`config.mk`:
```
export PLATFORM = sky130hd
export DESIGN_NAME = counter_monitor
export DESIGN_NICKNAME = d
export VERILOG_FILES = /design/src/rtl/counter_monitor.sv
export SDC_FILE = /design/constraint.sdc
export NUM_CORES = 1
export LEC_CHECK = 0
export ABC_CLOCK_PERIOD_IN_PS = 8100
export BUFFER_PORTS_ARGS = -buffer_cell sky130_fd_sc_hd__buf_4
export CAP_MARGIN = 15
export CORE_ASPECT_RATIO = 0.7
export CORE_UTILIZATION = 30
export DETAILED_ROUTE_END_ITERATION = 6
export PLACE_DENSITY_LB_ADDON = 0.15
export SYNTH_ARGS = -nofsm -noshare
export SYNTH_HDL_FRONTEND = slang
export SYNTH_SLANG_ARGS = --single-unit
```
`constraint.sdc`:
```
create_clock -name clk -period 8.1 [get_ports clk]
set_clock_uncertainty 0.1 [all_clocks]
set_input_delay 2.43 -clock clk [delete_from_list [all_inputs] [get_ports clk]]
set_output_delay 2.43 -clock clk [all_outputs]
set_load 0.02 [all_outputs]
```
`src/rtl/counter_monitor.sv`:
```
// Passive checker for a bounded wrap-around counter stream: predicts each next
// value, acquires lock, flags deviations and keeps saturating error/wrap counts.
module counter_monitor #(
    parameter int DATA_WIDTH = 32,
    parameter int CNT_WIDTH  = 16,
    parameter int LOCK_COUNT = 4,
    parameter int MISS_LIMIT = 3
) (
    input  logic                  clk,
    input  logic                  rst,
    input  logic                  sample_valid,
    input  logic [DATA_WIDTH-1:0] sample,
    input  logic [DATA_WIDTH-1:0] lower_bound,
    input  logic [DATA_WIDTH-1:0] upper_bound,
    input  logic                  clear_errors,
    output logic                  locked,
    output logic                  error_pulse,
    output logic [CNT_WIDTH-1:0]  error_count,
    output logic [CNT_WIDTH-1:0]  wrap_count,
    output logic [DATA_WIDTH-1:0] expected
);

    typedef enum logic [1:0] {SEARCH, ACQUIRE, LOCKED} state_t;

    localparam int RUN_W  = $clog2(LOCK_COUNT + 1);
    localparam int MISS_W = $clog2(MISS_LIMIT + 1);
    localparam logic [RUN_W-1:0]  LOCK_TGT = RUN_W'(LOCK_COUNT);
    localparam logic [MISS_W-1:0] MISS_TGT = MISS_W'(MISS_LIMIT);

    state_t                state;
    logic [RUN_W-1:0]      run;
    logic [MISS_W-1:0]     miss_run;
    logic                  pred_reload;  // current expected came from the reload branch

    logic                  in_range;
    logic                  match;
    logic                  err_inc;
    logic                  wrap_inc;
    logic [DATA_WIDTH-1:0] next_value;

    // s+1 is only formed when s < ub, so the increment cannot overflow.
    always_comb begin
        in_range   = (sample >= lower_bound) && (sample < upper_bound);
        next_value = in_range ? sample + DATA_WIDTH'(1) : lower_bound;
        match      = (sample == expected);
        err_inc    = sample_valid && (state == LOCKED) && !match;
        wrap_inc   = sample_valid && (state == LOCKED) && match && pred_reload;
    end

    // NOTE: all state lives in one clocked block with non-blocking assignments,
    // so every register sees the pre-edge values of its peers.
    always_ff @(posedge clk or posedge rst) begin
        if (rst) begin
            state       <= SEARCH;
            run         <= '0;
            miss_run    <= '0;
            pred_reload <= 1'b0;
            locked      <= 1'b0;
            error_pulse <= 1'b0;
            error_count <= '0;
            wrap_count  <= '0;
            expected    <= '0;
        end else begin
            error_pulse <= err_inc;

            // Clear has priority over a coincident increment.
            if (clear_errors)
                error_count <= '0;
            else if (err_inc && error_count != '1)
                error_count <= error_count + CNT_WIDTH'(1);

            if (clear_errors)
                wrap_count <= '0;
            else if (wrap_inc && wrap_count != '1)
                wrap_count <= wrap_count + CNT_WIDTH'(1);

            if (sample_valid) begin
                // Re-seed from the observed value so one glitch costs one error.
                expected    <= next_value;
                pred_reload <= !in_range;

                case (state)
                    SEARCH: begin
                        run   <= '0;
                        state <= ACQUIRE;
                    end
                    ACQUIRE: begin
                        if (!match) begin
                            run <= '0;
                        end else if (run + RUN_W'(1) == LOCK_TGT) begin
                            run    <= '0;
                            state  <= LOCKED;
                            locked <= 1'b1;
                        end else begin
                            run <= run + RUN_W'(1);
                        end
                    end
                    LOCKED: begin
                        if (match) begin
                            miss_run <= '0;
                        end else if (miss_run + MISS_W'(1) == MISS_TGT) begin
                            miss_run <= '0;
                            state    <= SEARCH;
                            locked   <= 1'b0;
                        end else begin
                            miss_run <= miss_run + MISS_W'(1);
                        end
                    end
                    default: begin
                        state  <= SEARCH;
                        locked <= 1'b0;
                    end
                endcase
            end
        end
    end

endmodule

```
==> impl_metrics.yaml, run 1 <==
layout:
  antenna_cells: 0
  drive_gt1_share_pct: 26.2
  fillers: 2202
  fin_nets: 1050
  utilization_pct: 39.3
  multi_input_area_um2: 4220
  fin_cells: 1163
  seq_area_um2: 1850
  synthToLayoutAreaGrowth_pct: 26.8
sta:
  rsz0062_at_grt: "no"
  hold_viol: 0
  drv_slew: 0
  fin_ws_ns: 2.24
  setup_viol: 0
  fin_crit_sh_pct: 72.3
  period_minus_slack_ns: 5.86
  relSlewSlack_pct: 33.4
  max_clock_freq_mhz: 171
  totalNegativeSetupSlack_ns: 0
  max_slew.worst_pin.slew_ns: 0.999
logic_synthesis:
  synth_top_area_cell: "dfrtp_1"
  synth_common_cells: "74 x dfrtp_1, 74 x inv_1, 68 x ha_1, 68 x nand2_1, 48 x a21oi_1"
  synth_top_flop_cell: "dfrtp_1"
  syn_nets: 901
  syn-mean-instance-area_um2: 8.90
  seq_area_frac_synth_pct: 28.4
  synth_compound_area_share_pct: 21.0
  ys_ff_latch: 74
  synthTopCellsByArea: "dfrtp_1 28%, ha_1 13%, xnor2_1 6.2%"
  synth_edf_count: 0
  synth_top_area_share_pct: 28.4
  synth_top_family_by_area: "simple AND/OR/NAND/NOR gates"
  yosys.cell_types.count: 67
  synthMuxAreaShare_pct: 0.671
  async_flop_share_pct: 100
  synthAdderAreaFrac_pct: 13.0
  synthSimpleGateAreaFrac_pct: 21.5
  syn_area_um2: 6520
  synthXorXnorAreaFrac_pct: 8.46
  ys_warn_count: 0
  synth_cells: 733
cts:
  h-tree-depth: 3
  cts_buffers: 9
  clockBufferDepth: 2
  cts_sinks: 74
  holdBufCountCts: 0
  clock_latency_ns: 0.35
  cts.clk_slew.worst_paths_ns: 0.06
  cts_resized: 0
  cts_tree: "yes"
  clockRootBuffer: "clkbuf_16"
  cts_setup_buffers: 0
run_status:
  status: "complete, no violations"
critical_path:
  slowest_delay_ns: 0.87
  cpLargestDelayFamily: "simple AND/OR/NAND/NOR gates"
  reg2reg_slack_ns: 5.39
  arrival_ns: 6.00
  worstSetupPathType: "in -> reg"
  path_buf_inv: 1
  cp-start-kind: "input port"
  crit_fanout: 20
  cp_cell_sequence: "buf_4 > ha_1 > nand4_1 > or3_1 > nor3_1 > o41ai_2 > nand2_1 > nand3_1 > a311oi_1"
  worstPathRequired_ns: 8.24
  slowest_stage: "nand3_1"
  end_kind: "register"
global_route:
  grt.met3_usage_pct: 3.13
  grt_max_degree: 75
  overflow: 0
  track_usage_pct: 19.0
  antenna_found_initial: 0
  busiest_layer: "met1"
  use_met2_pct: 26.0
  grt_first_pass_wirelength_um: 32600
  use_met1_pct: 30.5
  grt_pass1_vias: 5652
route:
  drc: 0
  vias: 5975
  dr.pass1.iters: 5
  drt_wl_total_um: 20900
  wl_per_cell_um: 18.0
  viasPerCell: 5.14
  ant_nets: 0
  first_iter_violations: 341
floorplanning:
  rows: 44
  die_h_um: 125
  io-pin-count: 166
  die_w_um: 178
  die-area_um2: 22300
  start_util_pct: 31.0
  core_um2: 21000
placed_design:
  place_hpwl_um: 16200
  gp_congestion: 0.821
  dp_cells: 1147
  dpl_worst_slack_ns: 1.94
  port_buffers: 165
power_and_ir_drop:
  finalPower_mw: 1.24
  p_per_area_nw_per_um2: 150
  vdd_drop_max_mv: 0.0971
  p_leak_nw: 3.72
job:
  cap_violations: 0
hold_path:
  min_path_type: "reg -> reg"
worst paths after layout:
| kind | endpoint | cells after the start | startpoint |
|---|---|---|---|
| setup / recovery | expected[26] | 9 | sample[15] |
| hold / removal | run[2] | 2 | run[2] |
| setup reg to reg | wrap_count[12] | 7 | expected[16] |
| hold reg to reg | run[2] | 2 | run[2] |
| max in group asynchronous | expected[12] | 3 | rst |
| min in group asynchronous | error_count[8] | 3 | rst |
state kept, by name, summed over array words and instances (netlist names):
name / count
expected: 32
state: 2
error_count: 16
wrap_count: 16
run: 3
error_pulse: 1
pred_reload: 1
miss_run: 2
locked: 1
power by group:
part	leakage (nW)	total [mW]	internal [mW]	switching (mW)
logic	2.63	0.361	0.157	0.204
clock network	0.151	0.443	0.269	0.173
registers	0.935	0.440	0.403	0.0372
total	3.72	1.24	0.829	0.415
placed cells by master, fill, tap and decap left out, types with 10 or more instances in the layout:
| cell type | instances |
|---|---|
| o32ai_1 | 17 |
| buf_4 | 167 |
| nor2b_1 | 12 |
| inv_1 | 73 |
| nand3_1 | 32 |
| nand2_1 | 68 |
| nor2_1 | 31 |
| or3_1 | 12 |
| xor2_1 | 17 |
| ha_1 | 68 |
| a211oi_2 | 10 |
| o21ai_0 | 10 |
| or4_1 | 15 |
| o21ai_1 | 10 |
| a311oi_2 | 10 |
| xnor2_1 | 46 |
| dfrtp_1 | 74 |
| nand4_1 | 26 |
| o31ai_1 | 13 |
| a21oi_1 | 48 |
| a31oi_1 | 18 |
cell type report:
class	count	share of cell area [%]
Timing Repair Buffer	167	15.2
Sequential cell	74	22.4
Multi-Input combinational cell	555	51.0
Inverter	75	3.40
Tap cell	276	4.17
Clock buffer	9	2.72
Clock inverter	7	1.13
worst register-to-register path, cell delays in order (launching register included):
cell and delay [ns]:
dfrtp_1 0.44, xnor2_1 0.28, nand4_1 0.14, nor4_2 0.44, and2_4 0.28, o211ai_4 0.21
nor4_1 0.34, mux2_1 0.36
logic make-up (layout without fill, tap and decap cells):
family,Yosys count,in the layout
fa+ha+maj,68,68
mux,4,4
compound gates,175,175
xor+xnor,63,63
buf+inv,104,258
simple gates,245,245
flops,74,74
metal layers:
metal	up-vias	share of wire (%)
met5	-	0
met2	170	40
met3	8	5.1
li1	2989	-
met1	2808	54
met4	0	0.71
stage by stage:
stage	hold slack, ns	cell area [µm²]
after floorplan	0.355	6520
after global placement	0.388	7950
after detailed placement	0.390	7950
after CTS	0.404	8270
after global routing	0.465	8270
final	0.402	8270
Power figures use the tool's default switching activity.
==> inputs of run 2 (changes only) <==
--- a/config.mk
+++ b/config.mk
@@ -5,7 +5,7 @@
 export SDC_FILE = /design/constraint.sdc
 export NUM_CORES = 1
 export LEC_CHECK = 0
-export ABC_CLOCK_PERIOD_IN_PS = 8100
+export ABC_CLOCK_PERIOD_IN_PS = 5100
 export BUFFER_PORTS_ARGS = -buffer_cell sky130_fd_sc_hd__buf_4
 export CAP_MARGIN = 15
 export CORE_ASPECT_RATIO = 0.7
==> constraint.sdc (replaced) <==
create_clock -name clk -period 5.1 [get_ports clk]
set_clock_uncertainty 0.1 [all_clocks]
set_input_delay 1.53 -clock clk [delete_from_list [all_inputs] [get_ports clk]]
set_output_delay 1.53 -clock clk [all_outputs]
set_load 0.02 [all_outputs]
==> run 2 against run 1 <==
- clock power is 61% higher
- hold slack got worse by 0.014 ns
- non-clock buffer count grew 7
- sequential power increased by 58%
- core utilization rose by 0.36 points
- wire length is 1.5% higher
- global-route usage grew 0.36 points
- combinational power grew 62%
- register-to-register slack got worse by 3.2 ns
- critical endpoint is now expected[11]
- highest routed layer unchanged
==> impl_metrics.yaml, run 2 (synthesis results as in run 1) <==
sta:
  drv_slew: 0
  fin_crit_sh_pct: 82.5
  setup_viol: 0
  max_clock_freq_mhz: 238
  rsz0062_at_grt: "no"
  relSlewSlack_pct: 43.8
  totalNegativeSetupSlack_ns: 0
  max_slew.worst_pin.slew_ns: 0.841
  period_minus_slack_ns: 4.21
  fin_ws_ns: 0.890
  hold_viol: 0
route:
  dr.pass1.iters: 5
  first_iter_violations: 393
  drc: 0
  wl_per_cell_um: 18.2
  viasPerCell: 5.12
  vias: 5989
  drt_wl_total_um: 21200
  ant_nets: 0
layout:
  multi_input_area_um2: 4220
  drive_gt1_share_pct: 26.7
  fillers: 2197
  largest_register_ffs: 32
  mostFrequentLayoutCell: "buf_4"
  largest_register: "expected"
  final_cell_area_um2: 8350
  layout_common_cells: "173 x buf_4, 74 x dfrtp_1, 73 x inv_1"
  reg_top3: "expected (32), error_count (16), wrap_count (16)"
  antenna_cells: 0
  synthToLayoutAreaGrowth_pct: 28.0
  seq_area_um2: 1850
  fin_nets: 1057
critical_path:
  cp-start-kind: "input port"
  arrival_ns: 4.29
  end_kind: "register"
  crit_fanout: 11
  worstSetupPathType: "in -> reg"
  worstPathRequired_ns: 5.18
hold_path:
  min_path_type: "reg -> reg"
global_route:
  antenna_found_initial: 0
  grt_pass1_vias: 5677
  overflow: 0
  grt_max_degree: 72
  grt_first_pass_wirelength_um: 33200
  track_usage_pct: 19.4
power_and_ir_drop:
  p_per_area_nw_per_um2: 239
  p_leak_nw: 3.77
  vdd_drop_max_mv: 0.134
  finalPower_mw: 1.99
floorplanning:
  die_w_um: 178
  start_util_pct: 31.0
  core_um2: 21000
  rows: 44
  die-area_um2: 22300
  die_h_um: 125
  io-pin-count: 166
cts:
  cts_buffers: 9
  cts_tree: "yes"
  cts.clk_slew.worst_paths_ns: 0.06
  clockRootBuffer: "clkbuf_16"
  clockBufferDepth: 2
  holdBufCountCts: 0
  cts_resized: 0
  cts_sinks: 74
  cts_setup_buffers: 0
  clock_latency_ns: 0.35
  h-tree-depth: 3
placed_design:
  placed_cell_area_um2: 8020
  place_hpwl_um: 16800
  port_buffers: 165
  dpl_worst_slack_ns: 0.619
  gp_congestion: 0.820
run_status:
  status: "complete, no violations"
job:
  cap_violations: 0
-- run 2: layout make-up --
type	instances	share of cell area [%]
flip-flops and latches	74	22.2
well taps	276	4.14
clock buffers	10	2.86
clock inverters	6	1.08
inverters	75	3.37
multi-input cells	555	50.6
repair buffers	174	15.8
-- run 2: critical path, stage by stage --
cell and delay, ns:
buf_4 0.14, inv_1 0.08, ha_1 0.28, nand2b_1 0.14, a2111oi_0 0.58, nor3_1 0.15
o41ai_2 0.45, nand2_1 0.12, nand3_1 0.43, buf_4 0.30, a31oi_1 0.10
-- run 2: through the flow --
stage,hold slack (ns),std cells,util [%]
2_1_floorplan,0.355,733,-
3_3_place_gp,0.383,1154,38.1
3_5_place_dp,0.385,1154,38.1
4_1_cts,0.396,1170,39.7
5_1_grt,0.427,1170,39.7
6_report,0.388,1170,39.7
-- run 2: where the power goes --
group	internal [mW]	switching, mW
clock	0.443	0.269
sequential	0.639	0.0576
combinational	0.256	0.328
-- run 2: worst paths after layout --
path	startpoint	endpoint	slack [ns]	cells after the start
max in group asynchronous	rst	expected[23]	2.93	3
worst max-delay path	sample[0]	expected[11]	0.89	11
worst max register to register	expected[14]	wrap_count[12]	2.22	7
worst min-delay path	miss_run[1]	miss_run[1]	0.39	2
min in group asynchronous	rst	error_count[8]	1.26	2
worst min register to register	miss_run[1]	miss_run[1]	0.39	2
-- run 2: routing by layer --
layer  wire length, µm  track usage [%]  up-vias
met5                 0                0        -
met4               170             3.29        0
met2              8380             26.2      173
met1             11300             30.7     2807
met3              1380             4.47       10
li1                  -                -     2999
